File: src/rtl/keen_operand_fetch.sv
// Operand-fetch stage: busy-bit scoreboard with RAW/WAW stalls, same-edge writeback
// bypass, and a one-entry output register toward execute.
`timescale 1ns/1ps
module keen_operand_fetch #(
  parameter  int REGISTERS    = 32,
  parameter  int WORD_SIZE    = 32,
  localparam int ADDRESS_SIZE = $clog2(REGISTERS)
) (
  input  logic                    clk,
  input  logic                    reset,
  input  logic                    in_valid,
  output logic                    in_ready,
  input  logic [ADDRESS_SIZE-1:0] in_rs1,
  input  logic [ADDRESS_SIZE-1:0] in_rs2,
  input  logic [ADDRESS_SIZE-1:0] in_rd,
  input  logic                    in_rd_write,
  output logic [ADDRESS_SIZE-1:0] rf_read_address_0,
  output logic [ADDRESS_SIZE-1:0] rf_read_address_1,
  input  logic [WORD_SIZE-1:0]    rf_read_data_0,
  input  logic [WORD_SIZE-1:0]    rf_read_data_1,
  input  logic                    wb_valid,
  input  logic [ADDRESS_SIZE-1:0] wb_rd,
  input  logic [WORD_SIZE-1:0]    wb_data,
  output logic                    out_valid,
  input  logic                    out_ready,
  output logic [WORD_SIZE-1:0]    out_rs1_data,
  output logic [WORD_SIZE-1:0]    out_rs2_data,
  output logic [ADDRESS_SIZE-1:0] out_rd,
  output logic                    out_rd_write,
  output logic [REGISTERS-1:0]    busy,
  output logic [1:0]              dbg_state
);

  // Handshake: a transfer happens on a rising edge where valid & ready are both high;
  // valid never waits on ready, and payload stays stable while valid & !ready.

  typedef enum logic [1:0] {EMPTY = 2'd0, READ = 2'd1, HOLD = 2'd2} state_e;

  state_e                  state_q, state_d;
  logic [REGISTERS-1:0]    busy_q, busy_d;
  logic [ADDRESS_SIZE-1:0] rd_q, rd_d;
  logic                    rd_write_q, rd_write_d;
  logic                    byp0_q, byp0_d, byp1_q, byp1_d;
  logic [WORD_SIZE-1:0]    byp0_data_q, byp0_data_d, byp1_data_q, byp1_data_d;
  logic [WORD_SIZE-1:0]    hold0_q, hold0_d, hold1_q, hold1_d;

  logic                    clr_rs1, clr_rs2, clr_rd;
  logic                    hit_rs1, hit_rs2, hit_rd;
  logic                    hazard, accept;
  logic [WORD_SIZE-1:0]    sel0, sel1;

  // A busy register being written back this very cycle no longer blocks.
  assign clr_rs1 = wb_valid && (wb_rd == in_rs1);
  assign clr_rs2 = wb_valid && (wb_rd == in_rs2);
  assign clr_rd  = wb_valid && (wb_rd == in_rd);
  assign hit_rs1 = (in_rs1 != '0) && busy_q[in_rs1] && !clr_rs1;
  assign hit_rs2 = (in_rs2 != '0) && busy_q[in_rs2] && !clr_rs2;
  assign hit_rd  = (in_rd  != '0) && busy_q[in_rd]  && !clr_rd;
  assign hazard  = hit_rs1 || hit_rs2 || (in_rd_write && hit_rd);

  assign in_ready = ((state_q == EMPTY) || out_ready) && !hazard;
  assign accept   = in_valid && in_ready;

  assign rf_read_address_0 = in_rs1;
  assign rf_read_address_1 = in_rs2;

  // The register file's registered read misses a same-edge write; bypass covers it.
  assign sel0 = byp0_q ? byp0_data_q : rf_read_data_0;
  assign sel1 = byp1_q ? byp1_data_q : rf_read_data_1;

  assign out_valid    = (state_q != EMPTY);
  assign out_rs1_data = (state_q == READ) ? sel0 : hold0_q;
  assign out_rs2_data = (state_q == READ) ? sel1 : hold1_q;
  assign out_rd       = rd_q;
  assign out_rd_write = rd_write_q;
  assign busy         = busy_q;
  assign dbg_state    = state_q;

  always_comb begin
    state_d     = state_q;
    rd_d        = rd_q;
    rd_write_d  = rd_write_q;
    byp0_d      = byp0_q;
    byp1_d      = byp1_q;
    byp0_data_d = byp0_data_q;
    byp1_data_d = byp1_data_q;
    hold0_d     = hold0_q;
    hold1_d     = hold1_q;

    case (state_q)
      EMPTY: if (accept) state_d = READ;
      READ: begin
        if (accept) begin
          state_d = READ;
        end else if (out_ready) begin
          state_d = EMPTY;
        end else begin
          // Read data is only valid for one cycle, so freeze it for the stall.
          state_d = HOLD;
          hold0_d = sel0;
          hold1_d = sel1;
        end
      end
      HOLD: begin
        if (accept)         state_d = READ;
        else if (out_ready) state_d = EMPTY;
      end
      default: state_d = EMPTY;
    endcase

    if (accept) begin
      rd_d        = in_rd;
      rd_write_d  = in_rd_write;
      byp0_d      = clr_rs1 && (in_rs1 != '0);
      byp1_d      = clr_rs2 && (in_rs2 != '0);
      byp0_data_d = wb_data;
      byp1_data_d = wb_data;
    end
  end

  // Clear first, then set, so a same-edge set of the same bit wins.
  always_comb begin
    busy_d = busy_q;
    if (wb_valid) busy_d[wb_rd] = 1'b0;
    if (accept && in_rd_write && (in_rd != '0)) busy_d[in_rd] = 1'b1;
    busy_d[0] = 1'b0;
  end

  always_ff @(posedge clk or posedge reset) begin
    if (reset) begin
      state_q     <= EMPTY;
      busy_q      <= '0;
      rd_q        <= '0;
      rd_write_q  <= 1'b0;
      byp0_q      <= 1'b0;
      byp1_q      <= 1'b0;
      byp0_data_q <= '0;
      byp1_data_q <= '0;
      hold0_q     <= '0;
      hold1_q     <= '0;
    end else begin
      state_q     <= state_d;
      busy_q      <= busy_d;
      rd_q        <= rd_d;
      rd_write_q  <= rd_write_d;
      byp0_q      <= byp0_d;
      byp1_q      <= byp1_d;
      byp0_data_q <= byp0_data_d;
      byp1_data_q <= byp1_data_d;
      hold0_q     <= hold0_d;
      hold1_q     <= hold1_d;
    end
  end

endmodule

File: config.mk
export PLATFORM = sky130hd
export DESIGN_NAME = keen_operand_fetch
export DESIGN_NICKNAME = d
export VERILOG_FILES = /design/src/rtl/keen_operand_fetch.sv
export SDC_FILE = /design/constraint.sdc
export NUM_CORES = 1
export LEC_CHECK = 0
export ABC_CLOCK_PERIOD_IN_PS = 10660
export CAP_MARGIN = 10
export CELL_PAD_IN_SITES_DETAIL_PLACEMENT = 0
export CELL_PAD_IN_SITES_GLOBAL_PLACEMENT = 1
export CORE_MARGIN = 2
export CORE_UTILIZATION = 39
export CTS_CLUSTER_DIAMETER = 40
export DETAILED_ROUTE_END_ITERATION = 12
export GPL_TIMING_DRIVEN = 0
export PLACE_DENSITY_LB_ADDON = 0.1
export SLEW_MARGIN = 15
export SYNTH_ARGS = -nofsm -noshare
export SYNTH_HDL_FRONTEND = slang
export SYNTH_SLANG_ARGS = --single-unit
File: constraint.sdc
create_clock -name clk -period 10.66 [get_ports clk]
set_clock_uncertainty 0.15 [all_clocks]
set_input_delay 2.665 -clock clk [delete_from_list [all_inputs] [get_ports clk]]
set_output_delay 2.665 -clock clk [all_outputs]
set_load 0.02 [all_outputs]
==> flow_summary.toml, run 1 <==
[logic_synthesis]
netlist_instances = 785
synth_edf_count = 0
ys_ff_latch = 137
syn_area_um2 = 7810
ys_seq_area_frac = 0.439
synth_ff_type = "dfrtp_1"
async_flop_share = 1.00
postSynthNetCount = 907
yosys_warnings = 0
syn_avg_cell_area_um2 = 9.94
yosysUniqueCellTypes = 45

[drt]
vias = 7155
antenna_left = 0
first_iter_violations = 490
drc_errors = 0
via_per_inst = 5.47
first_pass_iters = 5
drt_wl_total_um = 27000
wl_per_cell_um = 20.6

[critical_path]
start_kind = "input pin"
required_ps = 7850
crit_type = "input pin to primary output"
cp-end-kind = "primary output"
cp_max_fo = 10
cp.arrival_ps = 5650

[floorplanning]
num_io_pins = 238
start_util = 0.400
rows = 51
dieArea_um2 = 21200
core-area_um2 = 19500
die-width_um = 145
die_height_um = 145

[placed_design]
place_area_um2 = 10400
numPortBuffers = 227
dp_hpwl_um = 19400
gp_congestion = 0.903

[cts]
clock_latency_ps = 430
cts_buffers = 17
cts_setup_buffers = 0
htree_levels = 4
clock-sinks = 137
cts_hold_repair.buffers = 0
cts_buffer_depth = 2
post_cts_resized = 0
cts_root_buf = "clkbuf_16"
path_clk_slew_ps = 60
cts_tree = "yes"

[cells_and_area]
final_area_um2 = 11000
area_growth_pct = 41.3
n_antenna_cell = 0
nNetsFinal = 1154
drive_above_1_share = 0.113

[power]
p_per_area_nw_per_um2 = 201
ir_drop_v = 0.000122
leakage_nw = 4.51

[global_routing]
antenna_found_initial = 2
grt_util_all_layers = 0.252
use_met1 = 0.366
grt_pass1_vias = 7026
grt_pass1_wl_um = 41500
grt_use_met3 = 0.0639
grt-ovfl-total = 0
use_met2 = 0.377
grt_max_degree = 81
top_usage_layer = "met2"

[min_path]
hp-class = "flop to flop"

[timing]
period_share = 0.794
clock.fmax_ghz = 0.118
fin_crit_ps = 8460
setup_viol = 0
final_hold_viol_count = 0
relSlewSlack = 0.416
drv_slew = 0
tns_ps = 0
rsz0062_at_grt = "false"
tightest_slew_ps = 876

[flow_run]
cap_violations = 0

[outcome]
status = "complete, no violations"
-- power by group --
group | total, W | internal, W | switching [W]
logic | 0.000853 | 0.000420 | 0.000433
registers | 0.000768 | 0.000667 | 0.000102
clock network | 0.000596 | 0.000351 | 0.000245
total | 0.00222 | 0.00144 | 0.000779
-- cell families after synthesis --
logic type	share of synthesized area
AOI/OAI and AO/OA	0.157
and+or+nand+nor	0.107
muxes	0.226
DFF	0.439
buffers and inverters	0.0537
xor gates and xnor gates	0.0168
other	0.000480
-- worst paths after layout --
check | startpoint | endpoint | slack, ps | cells after the start
worst min register to register | dbg_state[0] | dbg_state[0] | 370 | 1
worst max register to register | busy[22] | out_rd[2] | 7810 | 9
worst min-delay path | dbg_state[0] | dbg_state[0] | 370 | 1
max in group asynchronous | reset | busy[6] | 7090 | 3
min in group asynchronous | reset | hold1_q[22] | 2530 | 2
worst max-delay path | in_rs2[0] | in_ready | 2200 | 10
-- routing by layer --
layer  vias to the layer above  routed length (um)
li1                       3296                   -
met1                      3469               12400
met2                       357               11800
met3                        33                2400
met4                         0                 400
met5                         -                   0
-- synthesized netlist by cell type (2+ instances only) --
cell type | instances | area [um2]
mux2_4 | 38 | 571
nand2_1 | 71 | 267
xnor2_1 | 3 | 26.3
dfrtp_1 | 137 | 3430
mux4_2 | 11 | 248
nor4_1 | 3 | 18.8
nor2b_1 | 3 | 18.8
nor3_1 | 2 | 10.0
clkbuf_1 | 46 | 173
nor2_1 | 77 | 289
nand3b_1 | 9 | 67.6
a21oi_1 | 67 | 335
mux2i_1 | 87 | 871
o22ai_1 | 6 | 37.5
buf_4 | 11 | 82.6
o31ai_1 | 33 | 248
a211oi_1 | 3 | 22.5
xor2_1 | 12 | 105
mux2_2 | 4 | 45.0
nand2b_1 | 2 | 12.5
buf_2 | 5 | 25.0
or3b_2 | 4 | 35.0
o21ai_0 | 100 | 500
nand3_1 | 12 | 60.1
nor4b_1 | 2 | 17.5
or3_1 | 2 | 12.5
buf_1 | 5 | 18.8
a21oi_2 | 2 | 17.5
inv_1 | 4 | 15.0
buf_6 | 9 | 101
-- placed cells by master, fill, tap and decap left out, types with 4 or more instances in the layout --
cell type        count
o22ai_1              6
mux4_2              11
buf_1                5
buf_6                9
mux2_2               4
a21oi_1             67
o21ai_0            100
nand2_1             71
nor2_1              77
buf_2                5
nand3b_1             9
clkbuf_16           17
dfrtp_1            137
clkinvlp_4           5
clkbuf_1            46
o31ai_1             33
xor2_1              12
mux2i_1             87
mux2_4              38
clkdlybuf4s50_1    227
buf_4               11
nand3_1             12
or3b_2               4
-- worst max-delay path: stages --
cell and delay [ps]:
clkdlybuf4s50_1 590, buf_6 220, mux4_2 520, mux4_2 510, clkinv_1 80, a21oi_2 60, a21oi_2 170, nand2_1 60
nor2_1 140, clkdlybuf4s50_1 630
-- registers in the layout, indices dropped and copies added (netlist names) --
signal	flops
byp0_q	1
byp1_data_q	32
busy	31
out_rd_write	1
dbg_state	2
hold1_q	32
byp1_q	1
out_rd	5
hold0_q	32
-- cell type report --
cell class	instances	area, um2
fillers	1796	8500
multi-input cells	567	3960
flip-flops and latches	137	3430
repair buffers	228	2300
clock buffers	18	439
plain buffers	76	400
well taps	265	332
clock inverters	13	146
inverters	5	26.3
-- per-stage QoR --
step                      total power (W)  hold slack, ps  worst slack, ps  std cells   util
after floorplan                   0.00124             345             3520        785      -
after global placement            0.00162             339             1900       1277  0.533
after detailed placement          0.00163             348             2180       1278  0.535
after CTS                         0.00223             366             2180       1309  0.565
after global routing              0.00233             383             2060       1309  0.565
final                             0.00222             367             2200       1309  0.565
Note: power is estimated with default switching activity, not from simulation.
==> run 2: changes to the inputs <==
--- a/config.mk
+++ b/config.mk
@@ -5,12 +5,12 @@
 export SDC_FILE = /design/constraint.sdc
 export NUM_CORES = 1
 export LEC_CHECK = 0
-export ABC_CLOCK_PERIOD_IN_PS = 10660
+export ABC_CLOCK_PERIOD_IN_PS = 8810
 export CAP_MARGIN = 10
 export CELL_PAD_IN_SITES_DETAIL_PLACEMENT = 0
 export CELL_PAD_IN_SITES_GLOBAL_PLACEMENT = 1
 export CORE_MARGIN = 2
-export CORE_UTILIZATION = 39
+export CORE_UTILIZATION = 36
 export CTS_CLUSTER_DIAMETER = 40
 export DETAILED_ROUTE_END_ITERATION = 12
 export GPL_TIMING_DRIVEN = 0
==> constraint.sdc (replaced) <==
create_clock -name clk -period 8.81 [get_ports clk]
set_clock_uncertainty 0.15 [all_clocks]
set_input_delay 2.2025 -clock clk [delete_from_list [all_inputs] [get_ports clk]]
set_output_delay 2.2025 -clock clk [all_outputs]
set_load 0.02 [all_outputs]
==> run 2 against run 1 <==
Compared with the run above:
- critical path type unchanged
- utilization is 4.2 points lower
- count of clock-buffer cells in the layout stayed put
- register-to-register slack worse by 1800 ps
- die area is 8.1% higher
- via count is 1.6% lower
- combinational power is 21% higher
- cell area is 0.24% higher
- routed wire length is 3.4% higher
- non-clock buffer count stayed put
- critical endpoint unchanged
==> flow_summary.toml, run 2 (synthesized netlist as in run 1, its figures left out) <==
[placed_design]
place_area_um2 = 10500
dp_hpwl_um = 20500
numPortBuffers = 227
gp_congestion = 0.911

[timing]
tns_ps = 0
setup_viol = 0
period_share = 0.853
clock.fmax_ghz = 0.133
drv_slew = 0
rsz0062_at_grt = "false"
relSlewSlack = 0.410
final_hold_viol_count = 0
fin_crit_ps = 7510
tightest_slew_ps = 886

[cells_and_area]
final_area_um2 = 11100
n_antenna_cell = 0
area_growth_pct = 41.6
post-route-util = 0.523
drive_above_1_share = 0.112
final_common_cell = "clkdlybuf4s50_1"
reg_top3 = "byp1_data_q x32, hold0_q x32, hold1_q x32"
layout_common_cells = "clkdlybuf4s50_1 (227), dfrtp_1 (137), o21ai_0 (100), mux2i_1 (87), nor2_1 (77)"
nNetsFinal = 1154

[critical_path]
cp_max_fo = 10
r2r-start = "busy[19]"
crit_type = "input pin to primary output"
cp.arrival_ps = 5160
cp-end-kind = "primary output"
r2r_setup_slack_ps = 5970
r2r_end = "byp1_data_q[1]"
path_cells = "clkdlybuf4s50_1 > buf_6 > mux4_2 > mux4_2 > clkinv_1 > a21oi_2 > a21oi_2 > nand2_1 > nor2_1 > clkdlybuf4s50_1"
critPathSlowestCell = "clkdlybuf4s50_1"
cp-startpoint = "in_rs2[0]"
reg2regPathDepth = 9
required_ps = 6460
cp_slowest_stage_delay_ps = 640
start_kind = "input pin"

[floorplanning]
dieArea_um2 = 22900
die-width_um = 151
rows = 53
die_height_um = 151
core-area_um2 = 21200
start_util = 0.369
num_io_pins = 238

[power]
p_per_area_nw_per_um2 = 244
p_sw_w = 0.000939
switching_share = 0.348
p_comb_frac = 0.383
p_int_w = 0.00176
seqPwrFrac = 0.345
ir_drop_v = 0.000135
leakage_nw = 4.52
clock_power_share = 0.272

[cts]
post_cts_resized = 0
path_clk_slew_ps = 60
cts_setup_buffers = 0
clock_latency_ps = 430
cts_root_buf = "clkbuf_16"
clock-sinks = 137
htree_levels = 4
cts_buffers = 17
cts_tree = "yes"
cts_buffer_depth = 2
cts_hold_repair.buffers = 0

[drt]
first_pass_iters = 5
wl_met3_um = 1580
via_per_inst = 5.34
vias = 7037
drc_errors = 0
drt_wl_total_um = 27900
highest_layer = "met4"
antenna_left = 0
first_iter_violations = 397
routed-wl-met2_um = 13500
wl_per_cell_um = 21.1
met1_length_um = 11800

[min_path]
min_path_cells = 1
worstHoldStart = "out_rd[0]"
hp-class = "flop to flop"
min_to = "out_rd[0]"

[outcome]
status = "complete, no violations"

[global_routing]
grt-ovfl-total = 0
grt_util_all_layers = 0.247
grt_pass1_vias = 7143
grt_pass1_wl_um = 42000
antenna_found_initial = 0
grt_max_degree = 107

[flow_run]
cap_violations = 0
-- run 2: area by class of cell --
type,count,area (um2)
Clock inverter,13,170
Inverter,5,26.3
Sequential cell,137,3430
Buffer,76,400
Multi-Input combinational cell,567,3960
Timing Repair Buffer,228,2300
Fill cell,1976,10100
Tap cell,275,344
Clock buffer,18,429
-- run 2: per-layer routing --
layer,global-route usage,up-vias
met5,0,-
met4,0.106,0
met3,0.0434,53
met2,0.409,268
met1,0.317,3433
li1,-,3283
-- run 2: how the worst max path moves through the flow --
stage / endpoint / slack [ps] / cells past startpoint
floorplan: in_ready / 2600 / 8
global placement: byp1_data_q[9] / 510 / 2
detailed placement: in_ready / 1250 / 10
CTS: in_ready / 1250 / 10
global route: in_ready / 1170 / 9
finish: in_ready / 1300 / 10
-- run 2: power groups by stage --
stage / combinational (W) / sequential [W] / clock (W)
final: 0.00103 / 0.000932 / 0.000734
after detailed placement: 0.00104 / 0.000940 / 0
after global routing: 0.00112 / 0.000957 / 0.000774
after global placement: 0.00103 / 0.000936 / 0
after floorplan: 0.000557 / 0.000938 / 0
after CTS: 0.00104 / 0.000930 / 0.000749
-- run 2: critical path: cells and delay by family --
family / cells / cell delay (ps)
AOI/OAI and AO/OA: 2 / 190
buffers and inverters: 4 / 1500
muxes: 2 / 1040
and+or+nand+nor: 2 / 220
-- run 2: through the flow --
stage          instances  hold slack [ps]  total power [W]  setup slack, ps
2_1_floorplan        785              345          0.00150             2600
3_3_place_gp        1287              342          0.00197              514
3_5_place_dp        1288              343          0.00198             1250
4_1_cts             1319              363          0.00272             1250
5_1_grt             1319              383          0.00285             1170
6_report            1319              356          0.00270             1300
==> patch: new RTL, flow settings as in run 2 <==
Put one more register stage on the output `dbg_state`, without a reset. The value now appears one clock later. The other outputs are not delayed to match.
--- a/src/rtl/keen_operand_fetch.sv
+++ b/src/rtl/keen_operand_fetch.sv
@@ -74,7 +74,9 @@
   assign out_rd       = rd_q;
   assign out_rd_write = rd_write_q;
   assign busy         = busy_q;
-  assign dbg_state    = state_q;
+  always_ff @(posedge clk) begin
+    dbg_state <= state_q;
+  end
 
   always_comb begin
     state_d     = state_q;
Behaviour: not the same (Yosys sat finds a counterexample within 4 cycles, from zero or initial values and one cycle with reset high).
==> patch against run 2 <==
Worst setup slack lost 5.0 ps; power grew 2.8%; wire length up 0.77%; cell area increased by 1.8%; core utilization shrank 0.53 points; worst hold slack worse by 57 ps; synthesized area is 2.2% higher; sequential cell count rose by 2; first-iteration DRC count grew 14%; non-clock buffer count increased by 4; critical endpoint unchanged.
==> patch: results (changes against run 2) <==
| Metric | Value |
|---|---|
| Outcome | `complete, no violations (unchanged)` |
| Largest fanout on the critical path | `10 (unchanged)` |
| Global-route wire length before repair | `43420 microns (was 41990 microns)` |
| Routed via count | `7348 (was 7037)` |
| Synthesized area per cell | `9.574 sq um (was 9.944 sq um)` |
| Nets@finish | `1203 (was 1154)` |
| Worst vdd rail ir drop | `0.1415 mV (was 0.1353 mV)` |
| H-tree levels | `4 (unchanged)` |
| Placed insts | `1342 (was 1288)` |
| Ranking of synthesized cells by area | `dfrtp_1 43%, mux2i_1 11%, o21ai_0 6.1%, mux2_2 4.9%, nand2_1 4.8% (was dfrtp_1 44%, mux2i_1 11%, mux2_4 7.3%, o21ai_0 6.4%, a21oi_1 4.3%)` |
| Detailed-routing iteration count for the pre-antenna-repair pass | `5 (unchanged)` |
| Clock Latency Late Sink | `430 ps (about the same)` |
| Dpl hpwl | `20160 microns (was 20470 microns)` |
| Leakage power figure | `0.004462 uW (was 0.004517 uW)` |
| Biggest regs | `byp1_data_q x32, hold0_q x32, hold1_q x32 (unchanged)` |
| Sequential area share after synthesis | `0.4349 (was 0.4392)` |
| Routed length per placed instance | `20.45 microns (was 21.14 microns)` |
| Number of fillers in the final layout | `2074 (was 1976)` |
| FF-to-FF path depth | `7 (was 9)` |
| Critical path data arrival time | `5170 ps (was 5160 ps)` |
| Port Buffers | `228 (was 227)` |
| Synthesized net count | `955 (was 907)` |
| Top cells by count, synth | `137 x dfrtp_1, 103 x nand2_1, 98 x o21ai_0 (was 137 x dfrtp_1, 100 x o21ai_0, 87 x mux2i_1)` |
| Post-Layout Cell Count | `1374 (was 1319)` |
| DRC marker count from the first detailed-route iteration | `451 (was 397)` |
| Total cell area at the placement stage | `10640 sq um (was 10460 sq um)` |
| Cell depth of the worst hold path | `0 (was 1)` |
| Total inserted antenna cells | `0 (unchanged)` |
| Number of buffers added for setup after CTS | `0 (unchanged)` |
| Critical Path Slowest Stage Cell | `clkdlybuf4s50_1 (unchanged)` |
| Proportion of synthesized flip-flops having asynchronous set or reset | `0.9856 (was 1.000)` |
| Deepest clock path buffer count | `2 (unchanged)` |
| Overall fraction of global-route tracks in use | `0.2397 (was 0.2465)` |
| Crit path max-delay family | `buffers and inverters (unchanged)` |
| Synthesis warning total | `0 (unchanged)` |
| Antenna violations before repair | `0 (unchanged)` |
| Number of resized instances in the post-cts repair step | `0 (unchanged)` |
| Worst stage delay on the critical path | `660 ps (was 640 ps)` |
| Number of clock buffers inserted by TritonCTS | `17 (unchanged)` |
| Worst-path clk slew | `60 ps (about the same)` |
| Maximum number of pins on one net before global-route repair | `80 (was 107)` |
| Last weighted congestion value of the routability-driven placer | `0.8653 (was 0.9106)` |
| Proportion of layout cells with a drive suffix above 1 | `0.1280 (was 0.1121)` |
| Cell variety after synth | `52 (was 45)` |
| Root Buffer | `clkbuf_16 (unchanged)` |
| Worst-Margin Slew | `1076 ps (was 885.7 ps)` |
| Class of the most critical hold timing path | `reg2reg (unchanged)` |
patch: worst paths after layout:
check,start,endpoint,slack [ps]
worst max-delay path,in_rs1[0],in_ready,1290
worst min-delay path,state_q[0],dbg_state[0],300
worst max register to register,busy[21],byp1_data_q[5],5570
worst min register to register,state_q[0],dbg_state[0],300
max in group asynchronous,reset,hold1_q[28],5690
min in group asynchronous,reset,hold1_q[22],2050
patch: cell families (layout without fill, tap and decap cells):
| logic type | count (synthesis) | count (layout) | synth area share |
|---|---|---|---|
| flops | 139 | 139 | 0.4349 |
| simple gates | 238 | 238 | 0.1370 |
| other cells | 1 | 1 | 0.0004702 |
| mux | 139 | 139 | 0.2043 |
| xor+xnor | 15 | 15 | 0.01647 |
| buf+inv | 83 | 344 | 0.05256 |
| compound gates | 218 | 218 | 0.1544 |
patch: power breakdown:
group | leakage [uW] | internal, uW | switching, uW | total, uW
clock | 0.000290 | 453 | 311 | 764
sequential | 0.00164 | 829 | 132 | 961
combinational | 0.00253 | 505 | 546 | 1050
total | 0.00446 | 1790 | 989 | 2780
patch: final cells by class:
class / instances / area [sq um] / area share
Buffer: 79 / 404.1 / 0.03590
Tap cell: 280 / 350.3 / 0.03112
Clock inverter: 14 / 185.2 / 0.01645
Multi-Input combinational cell: 611 / 4088 / 0.3631
Clock buffer: 18 / 429.2 / 0.03812
Inverter: 4 / 22.52 / 0.002001
Sequential cell: 139 / 3468 / 0.3081
Timing Repair Buffer: 229 / 2310 / 0.2052
patch: routing by layer:
layer	vias up	GRT usage	routed length [microns]
met4	0	0.06834	544
li1	3436	-	-
met5	-	0	0
met2	274	0.3519	12290
met1	3601	0.3478	13030
met3	37	0.06493	2245
